`src/rtl/bat_input_sched_pkg.sv`:
```
// Shared definitions for the bat input scheduler: default widths/timings, side-state
// encoding and the keyboard direction decode.
package bat_input_sched_pkg;

  localparam int MOVE_W_DEF        = 9;
  localparam int KEY_STEP_DEF      = 4;
  localparam int WARMUP_FRAMES_DEF = 7;
  localparam int IDLE_FRAMES_DEF   = 1500;

  typedef enum logic {
    ST_AI    = 1'b0,
    ST_HUMAN = 1'b1
  } side_st_t;

  typedef enum logic [1:0] {
    KD_NONE = 2'b00,
    KD_UP   = 2'b01,
    KD_DOWN = 2'b10
  } key_dir_t;

  // key[1]=Q (up), key[0]=A (down); both or neither pressed means no move
  function automatic key_dir_t key_dir(input logic [1:0] key);
    key_dir_t d;
    d = KD_NONE;
    case (key)
      2'b10:   d = KD_UP;
      2'b01:   d = KD_DOWN;
      default: d = KD_NONE;
    endcase
    return d;
  endfunction

endpackage

```
`src/rtl/bat_input_sched_src_fsm.sv`:
```
// AI/HUMAN ownership FSM for one bat with its idle-frame counter.
// human_o is registered; expire_o is a same-cycle flag so the top can force that frame's move to 0.
module bat_input_sched_src_fsm
  import bat_input_sched_pkg::*;
#(
  parameter int IDLE_FRAMES = IDLE_FRAMES_DEF
) (
  input  logic fclk,
  input  logic game_reset,
  input  logic fe_i,
  input  logic act_i,
  output logic human_o,
  output logic expire_o
);

  localparam int IW = (IDLE_FRAMES > 1) ? $clog2(IDLE_FRAMES) : 1;
  localparam logic [IW-1:0] IDLE_MAX = IW'(IDLE_FRAMES - 1);

  side_st_t      st_q;
  logic [IW-1:0] idle_q;
  logic          at_max;

  assign at_max   = (idle_q == IDLE_MAX);
  // activity in the same cycle as the timeout edge keeps the side human
  assign expire_o = fe_i & (st_q == ST_HUMAN) & at_max & ~act_i;
  assign human_o  = (st_q == ST_HUMAN);

  always_ff @(posedge fclk or posedge game_reset) begin
    if (game_reset) begin
      st_q   <= ST_AI;
      idle_q <= '0;
    end else begin
      case (st_q)
        ST_AI:    if (act_i)    st_q <= ST_HUMAN;
        ST_HUMAN: if (expire_o) st_q <= ST_AI;
        default:                st_q <= ST_AI;
      endcase

      if (act_i)
        idle_q <= '0;
      else if (fe_i && !at_max)
        idle_q <= idle_q + 1'b1;
    end
  end

endmodule

```
`src/rtl/bat_input_sched.sv`:
```
// Per-frame bat move scheduler: latches keys, accumulates mouse deltas, issues one move per bat
// the cycle after each vsync rising edge (frame_stb marks it); no backpressure, inputs are strobes.
module bat_input_sched
  import bat_input_sched_pkg::*;
#(
  parameter int MOVE_W        = MOVE_W_DEF,
  parameter int KEY_STEP      = KEY_STEP_DEF,
  parameter int WARMUP_FRAMES = WARMUP_FRAMES_DEF,
  parameter int IDLE_FRAMES   = IDLE_FRAMES_DEF
) (
  input  logic              fclk,
  input  logic              game_reset,
  input  logic              vsync,
  input  logic              key_stb,
  input  logic [1:0]        key_q_a,
  input  logic              msy_stb,
  input  logic [7:0]        mouse_y,
  output logic              l_human,
  output logic [MOVE_W-1:0] l_move,
  output logic              r_human,
  output logic [MOVE_W-1:0] r_move,
  output logic              frame_stb
);

  localparam int WW = (WARMUP_FRAMES > 0) ? $clog2(WARMUP_FRAMES + 1) : 1;
  localparam logic signed [MOVE_W:0] ACC_MAX = (MOVE_W+1)'((2 ** (MOVE_W - 1)) - 1);
  localparam logic signed [MOVE_W:0] ACC_MIN = -ACC_MAX;
  localparam logic [MOVE_W-1:0] KMV_UP = MOVE_W'(-KEY_STEP);
  localparam logic [MOVE_W-1:0] KMV_DN = MOVE_W'(KEY_STEP);

  logic                     prev_vsync_q;
  logic [1:0]               key_q;
  logic [7:0]               prev_y_q;
  logic [WW-1:0]            warm_q, warm_d;
  logic signed [MOVE_W-1:0] r_acc_q, r_acc_d;
  logic [MOVE_W-1:0]        l_move_q, l_move_d;
  logic [MOVE_W-1:0]        r_move_q, r_move_d;
  logic                     frame_stb_q;

  logic                     fe;
  logic [7:0]               delta;
  logic signed [MOVE_W-1:0] d_ext;
  logic                     m_acc;
  logic                     l_act, r_act;
  logic                     l_hum, r_hum;
  logic                     l_exp, r_exp;
  logic signed [MOVE_W:0]   r_sum;
  logic signed [MOVE_W-1:0] r_sat;
  logic [MOVE_W-1:0]        l_key_mv;

  assign fe    = vsync & ~prev_vsync_q;
  assign delta = mouse_y - prev_y_q;
  assign d_ext = MOVE_W'($signed(delta));
  assign m_acc = msy_stb & (warm_q == '0);
  assign r_act = m_acc & (delta != 8'd0);
  assign l_act = key_stb & (key_q_a != 2'b00);

  bat_input_sched_src_fsm #(.IDLE_FRAMES(IDLE_FRAMES)) u_lfsm (
    .fclk       (fclk),
    .game_reset (game_reset),
    .fe_i       (fe),
    .act_i      (l_act),
    .human_o    (l_hum),
    .expire_o   (l_exp)
  );

  bat_input_sched_src_fsm #(.IDLE_FRAMES(IDLE_FRAMES)) u_rfsm (
    .fclk       (fclk),
    .game_reset (game_reset),
    .fe_i       (fe),
    .act_i      (r_act),
    .human_o    (r_hum),
    .expire_o   (r_exp)
  );

  // one guard bit so the sum can be clamped symmetrically to +/-(2^(MOVE_W-1)-1)
  always_comb begin
    r_sum = {r_acc_q[MOVE_W-1], r_acc_q} + {d_ext[MOVE_W-1], d_ext};
    if (r_sum > ACC_MAX)
      r_sat = ACC_MAX[MOVE_W-1:0];
    else if (r_sum < ACC_MIN)
      r_sat = ACC_MIN[MOVE_W-1:0];
    else
      r_sat = r_sum[MOVE_W-1:0];
  end

  always_comb begin
    l_key_mv = '0;
    case (key_dir(key_q))
      KD_UP:   l_key_mv = KMV_UP;
      KD_DOWN: l_key_mv = KMV_DN;
      default: l_key_mv = '0;
    endcase
  end

  // a delta arriving on the frame edge seeds the next frame rather than the one being issued
  always_comb begin
    r_acc_d  = r_acc_q;
    l_move_d = l_move_q;
    r_move_d = r_move_q;
    warm_d   = warm_q;
    if (fe) begin
      r_acc_d  = m_acc ? d_ext : '0;
      l_move_d = (l_hum && !l_exp) ? l_key_mv : '0;
      r_move_d = (r_hum && !r_exp) ? r_acc_q  : '0;
      if (warm_q != '0)
        warm_d = warm_q - 1'b1;
    end else if (m_acc) begin
      r_acc_d = r_sat;
    end
  end

  always_ff @(posedge fclk or posedge game_reset) begin
    if (game_reset) begin
      prev_vsync_q <= 1'b1;
      key_q        <= 2'b00;
      prev_y_q     <= '0;
      warm_q       <= WW'(WARMUP_FRAMES);
      r_acc_q      <= '0;
      l_move_q     <= '0;
      r_move_q     <= '0;
      frame_stb_q  <= 1'b0;
    end else begin
      prev_vsync_q <= vsync;
      if (key_stb) key_q    <= key_q_a;
      if (msy_stb) prev_y_q <= mouse_y;
      warm_q       <= warm_d;
      r_acc_q      <= r_acc_d;
      l_move_q     <= l_move_d;
      r_move_q     <= r_move_d;
      frame_stb_q  <= fe;
    end
  end

  assign l_human   = l_hum;
  assign r_human   = r_hum;
  assign l_move    = l_move_q;
  assign r_move    = r_move_q;
  assign frame_stb = frame_stb_q;

endmodule
```
`config.mk`:
```
export PLATFORM = sky130hd
export DESIGN_NAME = bat_input_sched
export DESIGN_NICKNAME = d
export VERILOG_FILES = /design/src/rtl/bat_input_sched_pkg.sv /design/src/rtl/bat_input_sched_src_fsm.sv /design/src/rtl/bat_input_sched.sv
export SDC_FILE = /design/constraint.sdc
export NUM_CORES = 1
export LEC_CHECK = 0
export ABC_AREA = 0
export CORE_MARGIN = 2
export CORE_UTILIZATION = 62
export CTS_CLUSTER_DIAMETER = 40
export CTS_CLUSTER_SIZE = 24
export DETAILED_ROUTE_END_ITERATION = 6
export PLACE_DENSITY = 0.85
export SLEW_MARGIN = 5
export SYNTH_ARGS = -nofsm -noshare
export SYNTH_HDL_FRONTEND = slang
export SYNTH_HIERARCHICAL = 1
export SYNTH_SLANG_ARGS = --single-unit
```
`constraint.sdc`:
```
create_clock -name fclk -period 6.7 [get_ports fclk]
set_clock_uncertainty 0.15 [all_clocks]
set_input_delay 1.005 -clock fclk [delete_from_list [all_inputs] [get_ports fclk]]
set_output_delay 1.005 -clock fclk [all_outputs]
set_load 0.02 [all_outputs]
```
Word level (Yosys, flattened, before mapping)
Index checks and enable logic that the tools add are counted.
Widths: inputs -> output; s select.
Cells by class
  add/sub/neg operators: 5
  $lt $le $gt $ge: 2
  equality and inequality tests: 6
  muxes and demuxes: 19
  bitwise operators: 15
  reduce and logical (&&, ||, !) cells: 16
Operators by type and width (number)
  $mux 9: 7
  $mux 11: 4
  $add 11x1->11 const B: 2
  $eq 11x11->1 const B: 2
  $pmux 9 s2: 1
  $add 9x8->10: 1
  $and 1x1->1: 10
  $gt 10x9->1 const B: 1
  $lt 10x9->1 const B: 1
  $reduce_bool 2->1: 4
  $reduce_bool 8->1: 1
  $sub 8x8->8: 1
  $not 1->1: 5
  $eq 2x1->1 const B: 2
  $eq 2x2->1 const B: 2
  $logic_and 1x1->1: 4
  $logic_not 1->1: 4
  $mux 1: 4
  $pmux 1 s2: 2
  $pmux 2 s2: 1
  $logic_not 3->1: 1
  $reduce_bool 3->1: 1
  $sub 3x1->3 const B: 1
  $reduce_and 2->1: 1
Storage, ports and cells
  register bits: 66
  output and inout port bits: 21
  logic and storage cells: 75

Logic depth before layout (Yosys ltp)
  depth after elaboration: 8
  mapped depth: 16

Modules after synthesis
Netlist, hierarchy kept.
Modules (own cells, without submodules)
  bat_input_sched: instances 1, cells an instance 256, area each 2453.6 um^2, sequential area each 880.8 um^2
  bat_input_sched_src_fsm: instances 2, cells an instance 72, area each 704.4 um^2, sequential area each 300.3 um^2

Worst setup path after synthesis
Ideal clock, no wire load.
  kind: input to register
  start: in mouse_y[1]
  end: reg r_acc_q[0]
  arrival: 4.142 ns
  required time: 6.424 ns
  setup slack: 2.282 ns
  cell stages on the path: 14
  path through: ha_1 > nor2b_1 > o31a_1 > o31a_1 > o22a_1 > xor2_1 > inv_1 > ha_1 > a21oi_1 > mux2i_1 > nand2_1 > o31ai_1 > a31oi_4 > a221o_1
On the way
  cells in the longest elaborated chain, start to end: 7
  elaborated cells between the ends (all ways): 8
  classes of those cells: add/sub: 2; order compare: 2; mux: 4
RTL lines
  start: declaration: RTL line bat_input_sched.sv:17  | input logic [7:0] mouse_y,
  $sub 8x8->8 (*): RTL line bat_input_sched.sv:52  | assign delta = mouse_y - prev_y_q;
  $add 9x8->10 (*): RTL line bat_input_sched.sv:78  | r_sum = {r_acc_q[MOVE_W-1], r_acc_q} + {d_ext[MOVE_W-1], d_ext};
  $lt 10x9->1: RTL line bat_input_sched.sv:81  | else if (r_sum < ACC_MIN)
  $mux 9: RTL line bat_input_sched.sv:81
  $mux 9 (*): RTL line bat_input_sched.sv:79  | if (r_sum > ACC_MAX)
  $mux 9 (*): RTL line bat_input_sched.sv:108  | end else if (m_acc) begin
  $mux 9 (*): RTL line bat_input_sched.sv:102  | if (fe) begin
  end signal: assignment: RTL line bat_input_sched.sv:128  | r_acc_q <= r_acc_d;
  end: declaration: RTL line bat_input_sched.sv:35  | logic signed [MOVE_W-1:0] r_acc_q, r_acc_d;
Mark *: on every way between the ends. The rest lies on a longest branch, timed or not. The select of a mux whose other input is x is not followed.
A chain may end at the register's enable or synchronous reset.

Worst setup path in the final report
Same ends and word-level chain as after synthesis.

==> flow_summary_export.csv <==
group,metric,value,unit
outcome,outcome,"finished, final reports clean",
yosys,synthArstFlopShare,100,%
drt,vias_per_cell,6.42,
sta,finalHoldViolCount,0,
final_layout,fillers,443,
place,io_buffers,33,
sta,fin_tns_setup,0,ps
final_layout,n_antenna_cell,0,
place,dpl.hpwl,5930,um
final_layout,fin_util,73.7,%
yosys,ys_ff_latch,59,
yosys,synth_top_area_cell,"dfrtp_1",
pwr,vdd_drop_max,0.241,mV
drt,ant_nets,0,
die,io_pins,36,
final_layout,nNetsFinal,468,
yosys,synth_warnings,6,
yosys,synth_top_cells_by_count,"55 x dfrtp_1, 32 x a21oi_1, 32 x nand2_1, 29 x o21ai_0, 28 x inv_1",
pwr,p_per_area,367,mW/mm^2
final_layout,area_growth,13.7,%
drt,vias,3272,
sta,period_share,73.4,%
drt,drt-initial-drc-count,205,
clocking,clock_sinks,59,
yosys,synth_cell_type_count,70,
global_route,grt_max_degree,36,
setup_path,slowest_delay,580,ps
final_layout,drive_above_1_share,12.6,%
place,pre_cts_slack,1460,ps
setup_path,crit_arrival,5000,ps
setup_path,start_kind,"input port",
die,die_w,82.9,um
clocking,cts-root-buf,"clkbuf_8",
yosys,synth.top_cell.area_share,35.6,%
sta,slew_headroom,23.2,%
pwr,p_leak,1.88,nW
yosys,synthTopCellsByArea,"dfrtp_1 36%, ha_1 6.8%, a21oi_1 4.1%",
place,place.gp.congestion,0.899,
clocking,cts_buffer_depth,2,
clocking,clkTransAtPathRegs,70,ps
pwr,total_power,1.61,mW
yosys,synth_seq_area_share,38.4,%
place,placed_cell_area,0.00419,sq mm
setup_path,end_kind,"flip-flop",
clocking,cts_resized,0,
sta,rsz0062_at_grt,"false",
setup_path,path_max_fanout,6,
clocking,ctsHoldBuffers,0,
drt,firstDrtPassIters,5,
die,coreArea,0.00596,sq mm
yosys,yosys_most_used_dff,"dfrtp_1",
hold_path,holdCritPathClass,"reg -> reg",
global_route,grt-ovfl-total,0,
yosys,synth.most_common_cell,"dfrtp_1",
drt,avgRoutedWirePerCell,16.4,um
yosys,synth.cell_area,0.00386,sq mm
drt,wl,8360,um
setup_path,cp_cell_sequence,"clkdlybuf4s50_1, ha_1, nor2b_1, o31a_1, o31a_1, o22a_1, xor2_1, inv_1, ha_1, a21oi_1, mux2i_1, nand2_1, o31ai_1, a31oi_4, a221o_1",
setup_path,crit_slowest_cell,"o31ai_1",
global_route,grt_util_all_layers,24.9,%
clocking,clock_latency,350,ps
clocking,cts_tree,"built",
global_route,antenna_found_initial,0,
sta,finalWorstSetupSlack,1780,ps
die,initial_core_util,64.9,%
global_route,grt_first_pass_wirelength,14100,um
sta,max_freq,0.203,GHz
sta,period_needed,4920,ps
yosys,synth_edf_count,0,
setup_path,required,6780,ps
die,die_h,82.9,um
sta,tightest_slew,1150,ps
die,fp-row-count,28,
setup_path,path_class,"in -> reg",
final_layout,fin_area,0.00439,sq mm
flow_run,drv_cap,0,
clocking,cts.htree.levels,3,
global_route,grt_pass1_vias,3056,
clocking,postCtsSetupRepairBufs,0,
sta,setup_violations,0,
drt,drc,0,
yosys,avgSynthCellArea,9.66,sq um
clocking,cts_made_buffers,9,
sta,slew_viol_final,0,
yosys,synthCells,400,
die,dieArea,0.00688,sq mm
==> layout by cell type (no fill, tap or decap), types with 7 or more instances in the layout <==
master           netlist  layout
dfrtp_1               55      55
clkdlybuf4s50_1        0      33
nor2_1                15      15
a21oi_1               32      32
inv_1                 28      28
xor2_1                10      10
o21ai_0               29      29
clkbuf_8               2      11
nor3b_1                7       7
nand2_1               32      32
or4_1                  8       8
nand3_1               10      10
o31ai_1                8       8
ha_1                  21      21
a22o_1                11      11
or3_1                  7       7
==> power by group <==
group / internal [mW] / switching (mW) / leakage (nW) / total, mW
Combinational: 0.354 / 0.454 / 1.02 / 0.807
Sequential: 0.418 / 0.0523 / 0.747 / 0.470
Clock: 0.191 / 0.143 / 0.106 / 0.334
==> flip-flops by register name (all words and copies together) (netlist names) <==
register and count:
frame_stb 1, key_q 2, l_move 2, prev_vsync_q 1
prev_y_q 8, r_acc_q 9, r_move 9, u_lfsm/human_o 1
u_lfsm/idle_q 11, u_rfsm/human_o 1, u_rfsm/idle_q 11, warm_q 3
==> layout make-up <==
| type | count | area, sq um | area share, % |
|---|---|---|---|
| Sequential cell | 59 | 1480 | 33.7 |
| Tap cell | 75 | 93.8 | 2.14 |
| Clock buffer | 12 | 155 | 3.53 |
| Clock inverter | 4 | 48.8 | 1.11 |
| Inverter | 29 | 109 | 2.48 |
| Multi-Input combinational cell | 295 | 2150 | 49.0 |
| Timing Repair Buffer | 36 | 353 | 8.03 |
==> critical path, delay by kind of cell <==
| kind | cells | cell delay [ps] |
|---|---|---|
| AOI/OAI and AO/OA | 7 | 2000 |
| buffers and inverters | 2 | 670 |
| adders and majority gates | 2 | 620 |
| xor gates and xnor gates | 1 | 280 |
| and+or+nand+nor | 2 | 240 |
| muxes | 1 | 210 |
==> metal layers <==
| metal | vias to the layer above | GRT usage, % | share of wire [%] |
|---|---|---|---|
| li1 | 1536 | - | - |
| met1 | 1587 | 32.2 | 44 |
| met2 | 123 | 40.5 | 48 |
| met3 | 26 | 6.16 | 5.3 |
| met4 | 0 | 9.54 | 2.4 |
| met5 | - | 0 | 0 |
==> final timing paths <==
path,from,end,cells after the start,slack (ps)
worst max register to register,prev_y_q[1],r_acc_q[0],15,2520
worst min-delay path,warm_q[1],warm_q[1],2,350
worst min register to register,warm_q[1],warm_q[1],2,350
min in group asynchronous,game_reset,u_rfsm/idle_q[10],2,880
worst max-delay path,mouse_y[1],r_acc_q[0],15,1780
max in group asynchronous,game_reset,warm_q[1],3,5070
==> stage by stage <==
| step | instances | hold WS (ps) |
|---|---|---|
| floorplan | 401 | 311 |
| global placement | 494 | 324 |
| detailed placement | 494 | 336 |
| CTS | 510 | 354 |
| global route | 510 | 371 |
| finish | 510 | 350 |
==> kinds of logic after synthesis <==
family	Yosys count	synth area share (%)
AND/OR/NAND/NOR	131	20.8
AO/OA/AOI/OAI	117	21.5
flip-flops	59	38.4
buffers and inverters	47	6.06
adder cells (fa/ha/maj)	25	8.39
XOR/XNOR	15	3.40
multiplexers	5	1.43
other	1	0.0971
No activity file was read; power rests on OpenSTA's default activity.
